$ cat config.mk
export PLATFORM = sky130hd
export DESIGN_NAME = hazard_controller
export DESIGN_NICKNAME = d
export VERILOG_FILES = /design/src/rtl/riscv_pipe_pkg.sv /design/src/rtl/sat_counter.sv /design/src/rtl/hazard_controller.sv
export SDC_FILE = /design/constraint.sdc
export NUM_CORES = 1
export LEC_CHECK = 0
export BUFFER_PORTS_ARGS = -buffer_cell sky130_fd_sc_hd__buf_2
export CAP_MARGIN = 40
export CORE_ASPECT_RATIO = 0.9
export CORE_MARGIN = 2
export CORE_UTILIZATION = 42
export DETAILED_ROUTE_END_ITERATION = 12
export PLACE_DENSITY = 0.74
export SYNTH_ARGS = -nofsm -noshare
export SYNTH_HDL_FRONTEND = slang
export SYNTH_SLANG_ARGS = --single-unit
$ cat constraint.sdc
create_clock -name clk -period 4.6 [get_ports clk]
set_clock_uncertainty 0.2 [all_clocks]
set_input_delay 0 -clock clk [delete_from_list [all_inputs] [get_ports clk]]
set_output_delay 0 -clock clk [all_outputs]
set_load 0.02 [all_outputs]
$ cat src/rtl/riscv_pipe_pkg.sv
// Shared pipeline definitions: hazard FSM states, architectural constants and
// the NOP control word loaded by the stage-register bubble muxes.
package riscv_pipe_pkg;

    typedef enum logic {
        RUN     = 1'b0,
        MD_WAIT = 1'b1
    } hz_state_t;

    localparam logic [4:0] REG_X0 = 5'd0;

    typedef struct packed {
        logic       reg_write;
        logic       mem_read;
        logic       mem_write;
        logic       branch;
        logic       jump;
        logic       alu_src;
        logic [1:0] wb_sel;
    } ctrl_word_t;

    // All-zero control: no register write, no memory access, no control transfer.
    localparam ctrl_word_t NOP_CTRL = '0;

endpackage

$ cat src/rtl/sat_counter.sv
// Saturating up-counter with synchronous clear; clear wins over increment.
module sat_counter #(
    parameter int W = 32
) (
    input  logic         clk,
    input  logic         rst_n,
    input  logic         inc,
    input  logic         clr,
    output logic [W-1:0] count
);

    always_ff @(posedge clk or negedge rst_n) begin
        if (!rst_n) begin
            count <= '0;
        end else if (clr) begin
            count <= '0;
        end else if (inc && (count != '1)) begin
            count <= count + 1'b1;
        end
    end

endmodule

$ cat src/rtl/hazard_controller.sv
// Pipeline hazard/stall sequencer: load-use stalls, taken-branch flushes and
// mul/div freeze with timeout, plus a saturating stall-cycle counter.
module hazard_controller
    import riscv_pipe_pkg::*;
#(
    parameter int MD_TIMEOUT = 64,
    parameter int CNT_W      = 32
) (
    input  logic             clk,
    input  logic             rst_n,
    input  logic [4:0]       IF_ID_rs1,
    input  logic [4:0]       IF_ID_rs2,
    input  logic             IF_ID_uses_rs2,
    input  logic [4:0]       ID_EX_rd,
    input  logic             ID_EX_MemRead,
    input  logic             EX_branch_taken,
    input  logic             EX_md_valid,
    input  logic             md_done,
    input  logic             perf_clr,
    output logic             PC_write,
    output logic             IF_ID_write,
    output logic             ID_EX_write,
    output logic             ID_EX_bubble,
    output logic             IF_ID_flush,
    output logic             ID_EX_flush,
    output logic             EX_MEM_bubble,
    output logic             md_start,
    output logic             md_timeout,
    output logic [CNT_W-1:0] stall_cycles
);

    localparam int                WAIT_W    = $clog2(MD_TIMEOUT);
    localparam logic [WAIT_W-1:0] WAIT_LAST = WAIT_W'(MD_TIMEOUT - 1);

    hz_state_t         state;
    logic [WAIT_W-1:0] wait_cnt;
    logic              load_use;
    logic              md_expired;

    assign load_use = ID_EX_MemRead && (ID_EX_rd != REG_X0) &&
                      ((ID_EX_rd == IF_ID_rs1) ||
                       (IF_ID_uses_rs2 && (ID_EX_rd == IF_ID_rs2)));

    // md_done on the last allowed cycle is a normal completion, not a timeout.
    assign md_expired = (wait_cnt == WAIT_LAST) && !md_done;

    always_ff @(posedge clk or negedge rst_n) begin
        if (!rst_n) begin
            state    <= RUN;
            wait_cnt <= '0;
        end else begin
            unique case (state)
                RUN: begin
                    wait_cnt <= '0;
                    if (!EX_branch_taken && EX_md_valid) begin
                        state <= MD_WAIT;
                    end
                end
                MD_WAIT: begin
                    if (md_done || md_expired) begin
                        state    <= RUN;
                        wait_cnt <= '0;
                    end else begin
                        wait_cnt <= wait_cnt + 1'b1;
                    end
                end
                default: begin
                    state    <= RUN;
                    wait_cnt <= '0;
                end
            endcase
        end
    end

    // Outputs are decoded combinationally; holding rst_n low forces the idle pattern.
    always_comb begin
        PC_write      = 1'b1;
        IF_ID_write   = 1'b1;
        ID_EX_write   = 1'b1;
        ID_EX_bubble  = 1'b0;
        IF_ID_flush   = 1'b0;
        ID_EX_flush   = 1'b0;
        EX_MEM_bubble = 1'b0;
        md_start      = 1'b0;
        md_timeout    = 1'b0;
        if (rst_n) begin
            unique case (state)
                RUN: begin
                    if (EX_branch_taken) begin
                        IF_ID_flush = 1'b1;
                        ID_EX_flush = 1'b1;
                    end else if (EX_md_valid) begin
                        md_start      = 1'b1;
                        PC_write      = 1'b0;
                        IF_ID_write   = 1'b0;
                        ID_EX_write   = 1'b0;
                        EX_MEM_bubble = 1'b1;
                    end else if (load_use) begin
                        PC_write     = 1'b0;
                        IF_ID_write  = 1'b0;
                        ID_EX_bubble = 1'b1;
                    end
                end
                MD_WAIT: begin
                    if (md_expired) begin
                        md_timeout = 1'b1;
                    end else if (!md_done) begin
                        PC_write      = 1'b0;
                        IF_ID_write   = 1'b0;
                        ID_EX_write   = 1'b0;
                        EX_MEM_bubble = 1'b1;
                    end
                end
                default: ;
            endcase
        end
    end

    sat_counter #(
        .W(CNT_W)
    ) u_stall_counter (
        .clk  (clk),
        .rst_n(rst_n),
        .inc  (!PC_write),
        .clr  (perf_clr),
        .count(stall_cycles)
    );

endmodule
==> results.yml <==
grt:
  grt_pass1_wl_mm: 8.40
  track_usage: 0.181
  antenna_found_initial: 0
  grt_pass1_vias: 1773
  grt_max_degree: 45
  globalRouteOverflowTotal: 0
critical_path:
  critPathTopFamily: "simple AND/OR/NAND/NOR gates"
  worstPathArrival_ns: 2.95
  crit_type: "flip-flop to flip-flop"
  cp-end-kind: "flip-flop"
  slowest_delay_ns: 0.56
  required_ns: 4.58
  startpoint_type: "flip-flop"
  cp_slowest_cell: "and2b_1"
  critical_path.max_fanout: 19
  crit_chain: "nand4_2 > or4_4 > and4b_1 > and2b_1 > or2_1 > nor4_2 > mux2_4"
  cp_num_buf_inv: 0
logic_synthesis:
  ys_types: 40
  ys_seq_area_frac: 0.432
  synth_area_um2: 2260
  synth_area_per_cell_um2: 8.94
  synthArstFlopShare: 1.00
  synth_seq_cells: 39
  synth_nets: 278
  synthFlopType: "dfrtp_1"
  synth_edf_count: 0
  yosysWarnings: 0
  syn_inst: 253
clocking:
  root_buffer: "clkbuf_8"
  cts_buffers: 5
  clock-sinks: 39
  clk_latency_ns: 0.29
  cts_max_path_buffers: 2
  h-tree-depth: 2
  clkTransAtPathRegs_ns: 0.08
  cts_resized: 0
  cts_tree: "done"
timing:
  relSlewSlack: 0.564
  hold_violations: 0
  setup_viol: 0
  final_max_slew_viol_count: 0
  setup_tns_ns: 0
  rsz0062_at_grt: "no"
  finalCritPeriodShare: 0.645
  fmax_mhz: 337
  min_period_ns: 2.97
  fin_hold_ws_ns: 0.0276
  worst_pin_slew_ns: 0.654
pwr:
  vdd_drop_max_mv: 0.111
  seq_power_share: 0.486
  intPower_mw: 0.549
  p_leak_nw: 1.27
  clockPowerShare: 0.413
  power_switching_mw: 0.168
  fin_total_pwr_mw: 0.717
  power_switching_share: 0.235
  powerDensity_nw_per_um2: 258
  combPwrFrac: 0.101
placed_design:
  post_dp_cell_area_um2: 2620
  dp_hpwl_mm: 3.71
  globalplace.congestion: 0.785
  port_buffers: 63
floorplanning:
  core_area_um2: 5220
  die_area_um2: 5990
  fp.dieH_um: 73.6
  pin_count: 64
  rows: 25
  die_w_um: 81.3
  initial_core_util: 0.433
final_layout:
  stdcell_area_um2: 2780
  nFillCells: 489
  fin_nets: 344
  syn2layout_area_growth_pct: 23.1
  antenna_cells: 0
  utilization: 0.533
  layout_commonest_cell: "buf_2"
  drive_above_1_share: 0.269
  layout_common_cells: "buf_2, nor2_1, dfrtp_1"
status:
  status: "finished, final reports clean"
drt:
  viasPerCell: 5.14
  drc_errors: 0
  first_pass_iters: 4
  wl_mm: 5.12
  ant_nets: 0
  wl_per_cell_um: 13.2
  drtIter0Drc: 91
  vias: 1988
worst_hold_path:
  hold_class: "input pin to flip-flop"
job:
  maxCapViolations: 0
path summary, 6_finish.rpt:
check | slack, ns | cells after the start | endpoint | start
max in group asynchronous | 3.72 | 3 | u_stall_counter.count[9] | rst_n
worst min register to register | 0.28 | 1 | wait_cnt[0] | wait_cnt[0]
worst max register to register | 1.63 | 7 | u_stall_counter.count[13] | u_stall_counter.count[10]
min in group asynchronous | 0.11 | 3 | u_stall_counter.count[27] | rst_n
worst min-delay path | 0.03 | 2 | u_stall_counter.count[30] | perf_clr
worst max-delay path | 1.63 | 7 | u_stall_counter.count[13] | u_stall_counter.count[10]
per-layer routing:
layer / up-vias / track usage / wire, um
met1: 946 / 0.266 / 2420
li1: 994 / - / -
met4: 0 / 0.0508 / 0
met2: 48 / 0.268 / 2440
met5: - / 0 / 0
met3: 0 / 0.0405 / 259
power by group through the flow:
| stage | clock network [mW] | logic (mW) | registers, mW |
|---|---|---|---|
| 6_report | 0.296 | 0.0725 | 0.349 |
| 5_1_grt | 0.317 | 0.0803 | 0.350 |
| 4_1_cts | 0.305 | 0.0729 | 0.349 |
| 3_5_place_dp | 0 | 0.0686 | 0.356 |
| 3_3_place_gp | 0 | 0.0676 | 0.355 |
| 2_1_floorplan | 0 | 0.0390 | 0.357 |
registers in the layout, summed over array words and instances, names as in the netlist:
| signal | count |
|---|---|
| u_stall_counter.count | 32 |
| wait_cnt | 6 |
| state | 1 |
worst register-to-register path, cell delays in order (launching register included):
cell and delay [ns]:
dfrtp_1 0.45, nand4_2 0.17, or4_4 0.46, and4b_1 0.28, and2b_1 0.56, or2_1 0.34, nor4_2 0.10, mux2_4 0.30
synthesized netlist by cell type, types with 2 or more instances:
cell type,instances,area (um2)
a21o_1,2,15.0
a21oi_1,9,45.0
and2_1,2,12.5
and3_1,6,37.5
and4_4,2,22.5
buf_2,3,15.0
buf_4,3,22.5
clkbuf_1,4,15.0
dfrtp_1,39,976
ha_1,2,25.0
inv_1,3,11.3
mux2_2,4,45.0
nand2_1,27,101
nand3_1,17,85.1
nand4_1,3,18.8
nor2_1,40,150
nor2b_1,6,37.5
nor3_1,10,50.1
nor4_1,7,43.8
o21ai_0,4,20.0
or2_1,2,12.5
or3_1,8,50.1
xnor2_1,31,272
xor2_1,3,26.3
kinds of logic (layout without fill, tap and decap cells):
family / Yosys count / count (layout) / synth area share
muxes: 5 / 5 / 0.0266
DFF: 39 / 39 / 0.432
AOI/OAI and AO/OA: 17 / 17 / 0.0410
and+or+nand+nor: 141 / 141 / 0.323
adders and majority gates: 2 / 2 / 0.0111
buffers and inverters: 15 / 82 / 0.0349
xor gates and xnor gates: 34 / 34 / 0.132
layout make-up:
cell class | instances | area, um2 | share of cell area
flip-flops and latches | 39 | 976 | 0.351
inverters | 4 | 15.0 | 0.00540
well taps | 67 | 83.8 | 0.0301
repair buffers | 70 | 380 | 0.137
clock inverters | 2 | 35.0 | 0.0126
clock buffers | 6 | 82.6 | 0.0297
multi-input cells | 199 | 1210 | 0.435
stage by stage:
step                      setup slack (ns)  std cells
final                                 1.63        387
after global routing                  1.48        387
after CTS                             1.66        387
after detailed placement              1.67        374
after global placement                1.80        374
after floorplan                       1.74        253
timing repair:
item / in CTS / in global routing
endpoints found under the hold margin: 46 / 0
hold buffers: 5 / 0
buffers inserted: 0 / 0
(Power assumes the default switching activity.)
